<file path="src/rtl/store_pkg.sv">
// rtl/store_pkg.sv - shared constants, state enum and request check for the store narrower
// Contents:
//   SIZE_BYTE / SIZE_HALF / SIZE_WORD : encodings of the size input (2'b11 is reserved)
//   state_e                           : store sequencer states
//   req_bad()                         : misaligned or reserved-size request check
package store_pkg;

    localparam logic [1:0] SIZE_BYTE = 2'b00;
    localparam logic [1:0] SIZE_HALF = 2'b01;
    localparam logic [1:0] SIZE_WORD = 2'b10;

    typedef enum logic [2:0] {
        IDLE  = 3'd0,
        READ  = 3'd1,
        MERGE = 3'd2,
        WRITE = 3'd3,
        DONE  = 3'd4,
        ERR   = 3'd5
    } state_e;

    // A request is rejected when it is misaligned for its size or uses the reserved size.
    function automatic logic req_bad(input logic [1:0] sz, input logic [1:0] lane);
        logic bad;
        case (sz)
            SIZE_BYTE: bad = 1'b0;
            SIZE_HALF: bad = lane[0];
            SIZE_WORD: bad = (lane != 2'b00);
            default:   bad = 1'b1;
        endcase
        return bad;
    endfunction

endpackage

</file>
<file path="src/rtl/store_narrower_if.sv">
// rtl/store_narrower_if.sv - word-only data memory port used by the store narrower
// Signals:
//   mem_addr  : word address (byte address bits ADDR_W-1:2)
//   mem_rd_en : read strobe; mem_rdata is valid the following cycle
//   mem_rdata : read data returned by the memory
//   mem_we    : write strobe
//   mem_wdata : full word to write
// Modports: master (store narrower side), slave (memory side).
interface store_narrower_if #(
    parameter int ADDR_W = 32
);
    logic [ADDR_W-3:0] mem_addr;
    logic              mem_rd_en;
    logic [31:0]       mem_rdata;
    logic              mem_we;
    logic [31:0]       mem_wdata;

    modport master (
        output mem_addr,
        output mem_rd_en,
        output mem_we,
        output mem_wdata,
        input  mem_rdata
    );

    modport slave (
        input  mem_addr,
        input  mem_rd_en,
        input  mem_we,
        input  mem_wdata,
        output mem_rdata
    );
endinterface

</file>
<file path="src/rtl/store_lane_merge.sv">
// rtl/store_lane_merge.sv - replaces the addressed byte or halfword lane of a memory word
// Parameters: BIG_ENDIAN (0: byte lane 0 is bits 7:0, 1: byte lane 0 is bits 31:24)
// Ports:
//   old_word : word read back from memory
//   wdata    : register value; low byte / low half used for narrow stores
//   size     : store size encoding
//   lane     : byte address bits 1:0
//   merged   : word to write back; untouched bytes equal old_word
module store_lane_merge
    import store_pkg::*;
#(
    parameter bit BIG_ENDIAN = 1'b0
) (
    input  logic [31:0] old_word,
    input  logic [31:0] wdata,
    input  logic [1:0]  size,
    input  logic [1:0]  lane,
    output logic [31:0] merged
);

    logic [1:0] byte_lane;
    logic       half_hi;

    always_comb begin
        merged    = old_word;
        // Big-endian mirrors the lane index: byte k lands at physical lane 3-k,
        // and the two halfword lanes swap.
        byte_lane = BIG_ENDIAN ? ~lane : lane;
        half_hi   = BIG_ENDIAN ? ~lane[1] : lane[1];
        case (size)
            SIZE_BYTE: merged[{byte_lane, 3'b000} +: 8] = wdata[7:0];
            SIZE_HALF: begin
                if (half_hi) merged[31:16] = wdata[15:0];
                else         merged[15:0]  = wdata[15:0];
            end
            SIZE_WORD: merged = wdata;
            default:   merged = old_word;
        endcase
    end

endmodule

</file>
<file path="src/rtl/store_narrower.sv">
// rtl/store_narrower.sv - narrows a 32-bit store to byte/half/word on a word-only memory
// Parameters: ADDR_W (byte address width), BIG_ENDIAN (lane order)
// Ports:
//   clk, reset       : clock and synchronous active-high reset
//   start            : store request, sampled only in IDLE
//   size, addr, wdata: request fields, latched when the request is accepted
//   busy             : high whenever the sequencer is not IDLE
//   done             : one-cycle pulse when a store completes
//   err              : one-cycle pulse for a misaligned or reserved-size request
//   mem              : word memory port (master side)
module store_narrower
    import store_pkg::*;
#(
    parameter int ADDR_W     = 32,
    parameter bit BIG_ENDIAN = 1'b0
) (
    input  logic              clk,
    input  logic              reset,
    input  logic              start,
    input  logic [1:0]        size,
    input  logic [ADDR_W-1:0] addr,
    input  logic [31:0]       wdata,
    output logic              busy,
    output logic              done,
    output logic              err,
    store_narrower_if.master  mem
);

    state_e            state_q,     state_d;
    logic [ADDR_W-3:0] mem_addr_q,  mem_addr_d;
    logic [1:0]        size_q,      size_d;
    logic [1:0]        lane_q,      lane_d;
    logic [31:0]       wdata_q,     wdata_d;
    logic [31:0]       mem_wdata_q, mem_wdata_d;
    logic [31:0]       merged;

    // Merge works on the read data that arrives during MERGE and the latched request.
    store_lane_merge #(
        .BIG_ENDIAN (BIG_ENDIAN)
    ) u_lane_merge (
        .old_word (mem.mem_rdata),
        .wdata    (wdata_q),
        .size     (size_q),
        .lane     (lane_q),
        .merged   (merged)
    );

    always_comb begin
        state_d     = state_q;
        mem_addr_d  = mem_addr_q;
        size_d      = size_q;
        lane_d      = lane_q;
        wdata_d     = wdata_q;
        mem_wdata_d = mem_wdata_q;
        case (state_q)
            IDLE: begin
                if (start) begin
                    if (req_bad(size, addr[1:0])) begin
                        // Rejected requests leave the memory-side registers untouched.
                        state_d = ERR;
                    end else begin
                        mem_addr_d = addr[ADDR_W-1:2];
                        size_d     = size;
                        lane_d     = addr[1:0];
                        wdata_d    = wdata;
                        if (size == SIZE_WORD) begin
                            // Full-word stores need no read-back.
                            mem_wdata_d = wdata;
                            state_d     = WRITE;
                        end else begin
                            state_d = READ;
                        end
                    end
                end
            end
            READ:  state_d = MERGE;
            MERGE: begin
                mem_wdata_d = merged;
                state_d     = WRITE;
            end
            WRITE: state_d = DONE;
            DONE:  state_d = IDLE;
            ERR:   state_d = IDLE;
            default: state_d = IDLE;
        endcase
    end

    always_ff @(posedge clk) begin
        if (reset) begin
            state_q     <= IDLE;
            mem_addr_q  <= '0;
            size_q      <= SIZE_BYTE;
            lane_q      <= 2'b00;
            wdata_q     <= '0;
            mem_wdata_q <= '0;
        end else begin
            state_q     <= state_d;
            mem_addr_q  <= mem_addr_d;
            size_q      <= size_d;
            lane_q      <= lane_d;
            wdata_q     <= wdata_d;
            mem_wdata_q <= mem_wdata_d;
        end
    end

    // Strobes are decoded from state only, so nothing follows start combinationally.
    assign busy          = (state_q != IDLE);
    assign done          = (state_q == DONE);
    assign err           = (state_q == ERR);
    assign mem.mem_rd_en = (state_q == READ);
    assign mem.mem_we    = (state_q == WRITE);
    assign mem.mem_addr  = mem_addr_q;
    assign mem.mem_wdata = mem_wdata_q;

endmodule
</file>
<file path="src/flat_wrapper.sv">
// flat-port wrapper written by rule: the top's interface ports become plain ports
module store_narrower_flat import store_pkg::*;
#(
    parameter int ADDR_W     = 32,
    parameter bit BIG_ENDIAN = 1'b0
)
  (clk, reset, start, size, addr, wdata, busy, done, err, mem_mem_addr, mem_mem_rd_en, mem_mem_we, mem_mem_wdata, mem_mem_rdata);
  store_narrower_if #(.ADDR_W(ADDR_W)) mem_i ();
  input  logic clk;
  input  logic reset;
  input  logic start;
  input  logic [1:0] size;
  input  logic [ADDR_W-1:0] addr;
  input  logic [31:0] wdata;
  output logic busy;
  output logic done;
  output logic err;
  output wire logic [$bits(mem_i.mem_addr)-1:0] mem_mem_addr;
  output wire logic [$bits(mem_i.mem_rd_en)-1:0] mem_mem_rd_en;
  output wire logic [$bits(mem_i.mem_we)-1:0] mem_mem_we;
  output wire logic [$bits(mem_i.mem_wdata)-1:0] mem_mem_wdata;
  input wire logic [$bits(mem_i.mem_rdata)-1:0] mem_mem_rdata;
  assign mem_mem_addr = mem_i.mem_addr;
  assign mem_mem_rd_en = mem_i.mem_rd_en;
  assign mem_mem_we = mem_i.mem_we;
  assign mem_mem_wdata = mem_i.mem_wdata;
  assign mem_i.mem_rdata = mem_mem_rdata;
  store_narrower #(.ADDR_W(ADDR_W), .BIG_ENDIAN(BIG_ENDIAN)) u_core (.clk(clk), .reset(reset), .start(start), .size(size), .addr(addr), .wdata(wdata), .busy(busy), .done(done), .err(err), .mem(mem_i));
endmodule
</file>
<file path="config.mk">
export PLATFORM = sky130hd
export DESIGN_NAME = store_narrower_flat
export DESIGN_NICKNAME = d
export VERILOG_FILES = /design/src/rtl/store_pkg.sv /design/src/rtl/store_narrower_if.sv /design/src/rtl/store_lane_merge.sv /design/src/rtl/store_narrower.sv /design/src/flat_wrapper.sv
export SDC_FILE = /design/constraint.sdc
export NUM_CORES = 1
export LEC_CHECK = 0
export ABC_AREA = 0
export CORE_MARGIN = 2
export CORE_UTILIZATION = 45
export CTS_BUF_LIST = sky130_fd_sc_hd__clkbuf_4
export DETAILED_ROUTE_END_ITERATION = 6
export DONT_BUFFER_PORTS = 1
export SLEW_MARGIN = 0
export SYNTH_ARGS = -nofsm -noshare
export SYNTH_HDL_FRONTEND = slang
export SYNTH_HIERARCHICAL = 1
export SYNTH_SLANG_ARGS = --single-unit
</file>
<file path="constraint.sdc">
create_clock -name clk -period 2.6 [get_ports clk]
set_input_delay 0.26 -clock clk [delete_from_list [all_inputs] [get_ports clk]]
set_output_delay 0.26 -clock clk [all_outputs]
set_load 0.03 [all_outputs]
</file>
### Yosys cells after proc, flatten, opt, wreduce, memory -nomap -nowiden

Index checks and enable logic that the tools add are counted.

| word-level totals | value |
|---|---|
| bits in registers | 101 |
| latch bits | 0 |
| bits in writable memories | 0 |
| bits in read-only memories | 0 |
| input port bits | 101 |
| logic and storage cells | 45 |
| memories | 0 |

| operators by class | value |
|---|---|
| add/sub/neg operators | 1 |
| $mul | 0 |
| div/mod/pow operators | 0 |
| $lt $le $gt $ge | 0 |
| eq/ne operators | 12 |
| shift-type cells | 2 |
| muxes and demuxes | 15 |
| bitwise logic cells | 1 |
| reductions and logical operators | 8 |

Operator list:

| cell | count |
|---|---|
| two-way mux 32 bit | 3 |
| one-hot mux 32 bit (3 select lines) | 1 |
| one-hot mux 32 bit (2 select lines) | 1 |
| bitwise mux 32 bit | 1 |
| two-way mux 16 bit | 2 |
| variable shift 8 x 7 -> 32 bit (first input constant) | 1 |
| indexed part select 8 x 7 -> 32 bit | 1 |
| one-hot mux 3 bit (4 select lines) | 1 |
| negation 5 -> 7 bit | 1 |
| == test 3 x 2 -> 1 bit (second input constant) | 2 |
| == test 3 bit (second input constant) | 2 |
| two-way mux 3 bit | 2 |
| == test 2 x 1 -> 1 bit (second input constant) | 2 |
| == test 2 bit (second input constant) | 2 |
| logical NOT 2 bit | 2 |
| != test 2 bit (second input constant) | 2 |
| AND reduction 4 bit | 1 |
| nonzero test 2 bit | 2 |
| == test 3 x 1 -> 1 bit (second input constant) | 1 |
| logical NOT 3 bit | 1 |
| one-hot mux 1 bit (3 select lines) | 1 |
| AND reduction 3 bit | 1 |
| nonzero test 3 bit | 1 |
| two-way mux 1 bit | 2 |
| other kinds (3) | 3 |

### Depth between registers and ports, before layout

| logic depth | value |
|---|---|
| word-level depth | 7 |
| gate-level depth with buffers | 9 |
| mapped depth without buffers | 7 |

### Hierarchy

Netlist, hierarchy kept.

Modules (own cells, without submodules):

| module | instances | cells an instance | area each (µm²) | sequential area each (µm²) |
|---|---|---|---|---|
| store_narrower | 1 | 460 | 4055.1 | 2021.9 |
| store_lane_merge | 1 | 229 | 1642.8 | 0.0 |

### Least setup slack after synthesis

OpenSTA, ideal clock, no wires.

| timing path | value |
|---|---|
| kind | register -> register |
| start | reg u_core.lane_q[1] |
| end | reg u_core.mem_wdata_q[16], in the netlist u_core/mem.mem_wdata[16] |
| data arrival time | 2345 ps |
| data required time | 2519 ps |
| path slack | 174 ps |
| stages on the path, launching flop included | 10 |
| clock period less this slack | 2426 ps |
| path through | dfxtp_1 -> clkbuf_1 -> inv_2 -> ha_1 -> buf_6 -> or3b_1 -> nor4b_4 -> a221o_1 -> mux2i_1 -> a211oi_2 |

| between the ends | value |
|---|---|
| cells in the longest elaborated chain, start to end | 5 |
| elaborated cells on any way between the ends | 7 |
| those cells by class | add/sub (1); shift (2); mux (4) |

RTL lines:

| element | RTL line | text |
|---|---|---|
| start: declaration | store_narrower.sv:32 | `logic [1:0] lane_q, lane_d;` |
| start signal: assignment | store_narrower.sv:100 | `lane_q <= lane_d;` |
| negation 5 -> 7 bit | store_lane_merge.sv:31 | `SIZE_BYTE: merged[{byte_lane, 3'b000} +: 8] = wdata[7:0];` |
| indexed part select 8 x 7 -> 32 bit / variable shift 8 x 7 -> 32 bit (equally long branches) | store_lane_merge.sv:31 |  |
| bitwise mux 32 bit | store_lane_merge.sv:31 |  |
| one-hot mux 32 bit (3 select lines) * | store_lane_merge.sv:30 | `case (size)` |
| via u_core.merged[16] | store_narrower.sv:35 | `logic [31:0] merged;` |
| one-hot mux 32 bit (2 select lines) * | store_narrower.sv:55 | `case (state_q)` |
| end signal: assignment | store_narrower.sv:102 | `mem_wdata_q <= mem_wdata_d;` |
| end: declaration | store_narrower.sv:34 | `logic [31:0] mem_wdata_q, mem_wdata_d;` |

Mark *: on every way through the listed nets, which the timed path passes. The rest lies on a longest branch.
A chain may end at the register's enable or synchronous reset.

### Final worst setup path

| timing path | value |
|---|---|
| start | reg u_core.lane_q[0] |
| end | reg u_core.mem_wdata_q[23], in the netlist u_core/mem.mem_wdata[23] |

| between the ends | value |
|---|---|
| cells in the longest elaborated chain, start to end | 5 |
| elaborated cells on any way between the ends | 6 |
| those cells by class | add/sub (1); shift (2); mux (3) |

RTL lines:

| element | RTL line |
|---|---|
| negation 5 -> 7 bit * | store_lane_merge.sv:31 |
| indexed part select 8 x 7 -> 32 bit / variable shift 8 x 7 -> 32 bit (equally long branches) | store_lane_merge.sv:31 |
| bitwise mux 32 bit * | store_lane_merge.sv:31 |
| one-hot mux 32 bit (3 select lines) * | store_lane_merge.sv:30 |
| via u_core.merged[23] | store_narrower.sv:35 |
| one-hot mux 32 bit (2 select lines) * | store_narrower.sv:55 |

Marked as above.

==> metrics.cfg <==
[run_status]
status = complete, no violations

[placement]
post-dp-hpwl_um = 11600
port_buffers = 0
dp.cells = 821
place_congestion = 0.921
dpl_cell_area_um2 = 5840
pre_cts_ws_ps = 149

[routing]
drt-total-wl_um = 17600
routed_wire_length_per_instance_um = 19.5
first_pass_iters = 5
route.antenna.remaining_nets = 0
drc_errors = 0
viasPerCell = 6.01
route.vias.total = 5445
detailedRoute.firstIterationViolations = 499

[critical_path]
slowest_delay_ps = 470
worstPathMaxFanout = 9
worst_ep_arrival_time_ps = 2840
critical_path_required_ps = 3030
worstSetupPathDepth = 8
critical_path.cell_chain = inv_1, ha_1, or3b_1, nor4b_4, buf_4, a221o_1, mux2i_1, a211oi_2
critPathSlowestCell = dfxtp_1
critPathLaunchType = flip-flop
worst_path_buffer_plus_inverter_count = 2
timing.reg2reg.worst_path_depth = 8
family_with_the_most_delay_on_the_worst_path = simple AND/OR/NAND/NOR gates
criticalPathCategory = reg -> reg
endpoint_kind_of_the_worst_setup_timing_path = flip-flop

[power_and_ir_drop]
cellLeakagePower_nw = 2.20
vdd.ir_drop.worst_v = 0.000322
power_per_standard_cell_area_nw_per_um2 = 565

[sta]
min_period_over_period_pct = 92.7
hold_ws_ps = 26.2
finalHoldViolCount = 0
setup_repair_after_global_routing_missed_its_margin = false
timing.clock.skew_ps = 13.5
fmax_mhz = 415
worst_slack_ps = 191
period_minus_slack_ps = 2410
relSlewSlack_pct = 56.7
final_setup_vio_count = 0
measured_slew_at_the_worst_slew_check_pin_ps = 649
setup-tns-final_ps = 0
final-max-slew-violation-count = 0

[die]
initial_utilization_pct = 45.7
die_w_um = 117
floorplan.die_area_um2 = 13600
site_rows = 41
top_level_i_o_count = 168
die_h_um = 117
core-area_um2 = 12500

[job]
maxCapViolCount = 0

[clock_tree]
clock_insertion_delay_worst_skew_ps = 490
cts_num_sinks = 101
cts_htree_levels = 3
post_cts_resized = 0
root_buffer_cell = clkbuf_4
tritoncts = built
clock_edge_transition_at_the_registers_on_the_reported_setup_and_hold_paths_ps = 150
clk_buf_depth = 2
tritoncts.num_buffers = 9

[synthesis]
synth_enable_flop_cells = 0
synth.yosys.seq_area_share_pct = 35.5
count_of_different_cell_masters_after_synthesis = 45
synthesis.area_um2 = 5700
synth_warn = 6
asyncSetResetFlopFracSynth_pct = 0
yosys_reg_bits = 101
synthFlopType = dfxtp_1
mappedNetlistNets = 795
syn_inst = 689
postSynthAreaPerCell_um2 = 8.27

[min_path]
hold_class = in -> reg
worst_hold_path.num_cells = 2

[cells_and_area]
instances_no_fill = 906
most_frequent_standard_cell_in_the_layout_excluding_fill_and_tap_cells = nand2_1
area.growth.synth_to_final_pct = 17.2
fraction_of_final_layout_cells_sized_beyond_drive_strength_1_pct = 14.0
fin_area_um2 = 6680
mostFrequentLayoutCells = 165 x nand2_1, 122 x a21oi_1, 99 x dfxtp_1
nNetsFinal = 836
antenna_cells = 0

[grt]
grt_start_max_net_pins = 102
globalRoute.busiestLayer = met2
use_met2_pct = 42.2
grt_use_total_pct = 25.7
grtUsageMet1_pct = 31.8
number_of_global_route_vias_before_repair = 5134
grt_pass1_wl_um = 27000
antenna_found_initial = 0
grtUsageMet3_pct = 7.27
grt_overflow_total = 0

[power by group]
group / switching (mW) / internal [mW] / total (mW)
combinational: 0.560 / 0.427 / 0.987
sequential: 0.291 / 1.68 / 1.97
clock: 0.524 / 0.295 / 0.819
total: 1.38 / 2.40 / 3.77
[final cells by class]
cell class                 count  area [um2]
clock buffer                  10        75.1
clock inverter                 5        51.3
fill                        1144        5790
inverter                       8        30.0
multi-input combinational    515        3350
sequential                   101        2020
tap                          172         215
timing repair buffer          95         926
[what timing repair did]
action	4_1_cts	5_1_grt
hold buffers	68	0
endpoints found under the setup margin	0	8
endpoints found under the hold margin	101	0
setup buffers	0	1
[synthesized netlist by cell type (2+ instances only)]
cell type | number | share of area [%]
nor2b_1 | 10 | 1.1
nor3_1 | 5 | 0.44
and3b_1 | 9 | 1.4
ha_1 | 5 | 1.1
inv_1 | 5 | 0.33
mux2_1 | 3 | 0.59
a221o_1 | 8 | 1.4
nor3b_1 | 10 | 1.3
clkbuf_1 | 47 | 3.1
buf_1 | 6 | 0.40
nand3b_1 | 9 | 1.2
o221ai_1 | 23 | 3.5
a32oi_1 | 15 | 2.3
inv_2 | 2 | 0.13
a31oi_1 | 8 | 0.88
mux2_2 | 20 | 4.0
buf_6 | 6 | 1.2
a41oi_1 | 8 | 1.2
a21oi_1 | 123 | 11
nor2_1 | 3 | 0.20
a211oi_1 | 2 | 0.26
nand2_1 | 165 | 11
a211oi_2 | 30 | 6.6
dfxtp_1 | 101 | 35
a22oi_1 | 8 | 1.1
mux2i_1 | 33 | 5.8
o22ai_1 | 2 | 0.22
buf_2 | 6 | 0.53
[kinds of logic (layout without fill, tap and decap cells)]
group	after synthesis	in the layout	synth area share [%]
AND/OR/NAND/NOR	221	221	18.2
flip-flops	101	101	35.5
buffers and inverters	73	118	5.73
multiplexers	56	56	10.3
AO/OA/AOI/OAI	233	233	29.1
adder cells (fa/ha/maj)	5	5	1.10
[metal layers]
metal	wire, um	share of wire, %
met1	7270	41
met4	453	2.6
met2	8520	48
met3	1380	7.8
met5	0	0
[registers in the layout, summed over array words and instances, names as in the netlist]
| register | count |
|---|---|
| u_core/wdata_q | 32 |
| u_core/mem.mem_addr | 30 |
| u_core/size_q | 2 |
| u_core/mem.mem_wdata | 32 |
| u_core/state_q | 3 |
| u_core/lane_q | 2 |
[path summary, 6_finish.rpt]
path,start,end,slack (ps)
max,u_core/lane_q[0],u_core/mem.mem_wdata[23],190
min,wdata[24],u_core/mem.mem_wdata[24],30
max reg2reg,u_core/lane_q[0],u_core/mem.mem_wdata[23],190
min reg2reg,u_core/wdata_q[25],u_core/wdata_q[25],470
[through the flow]
stage | power (mW) | utilization [%]
floorplan | 2.68 | -
global placement | 2.84 | 46.8
detailed placement | 2.86 | 46.8
CTS | 3.80 | 53.4
global route | 3.97 | 53.6
finish | 3.77 | 53.6
Power figures use the tool's default switching activity.
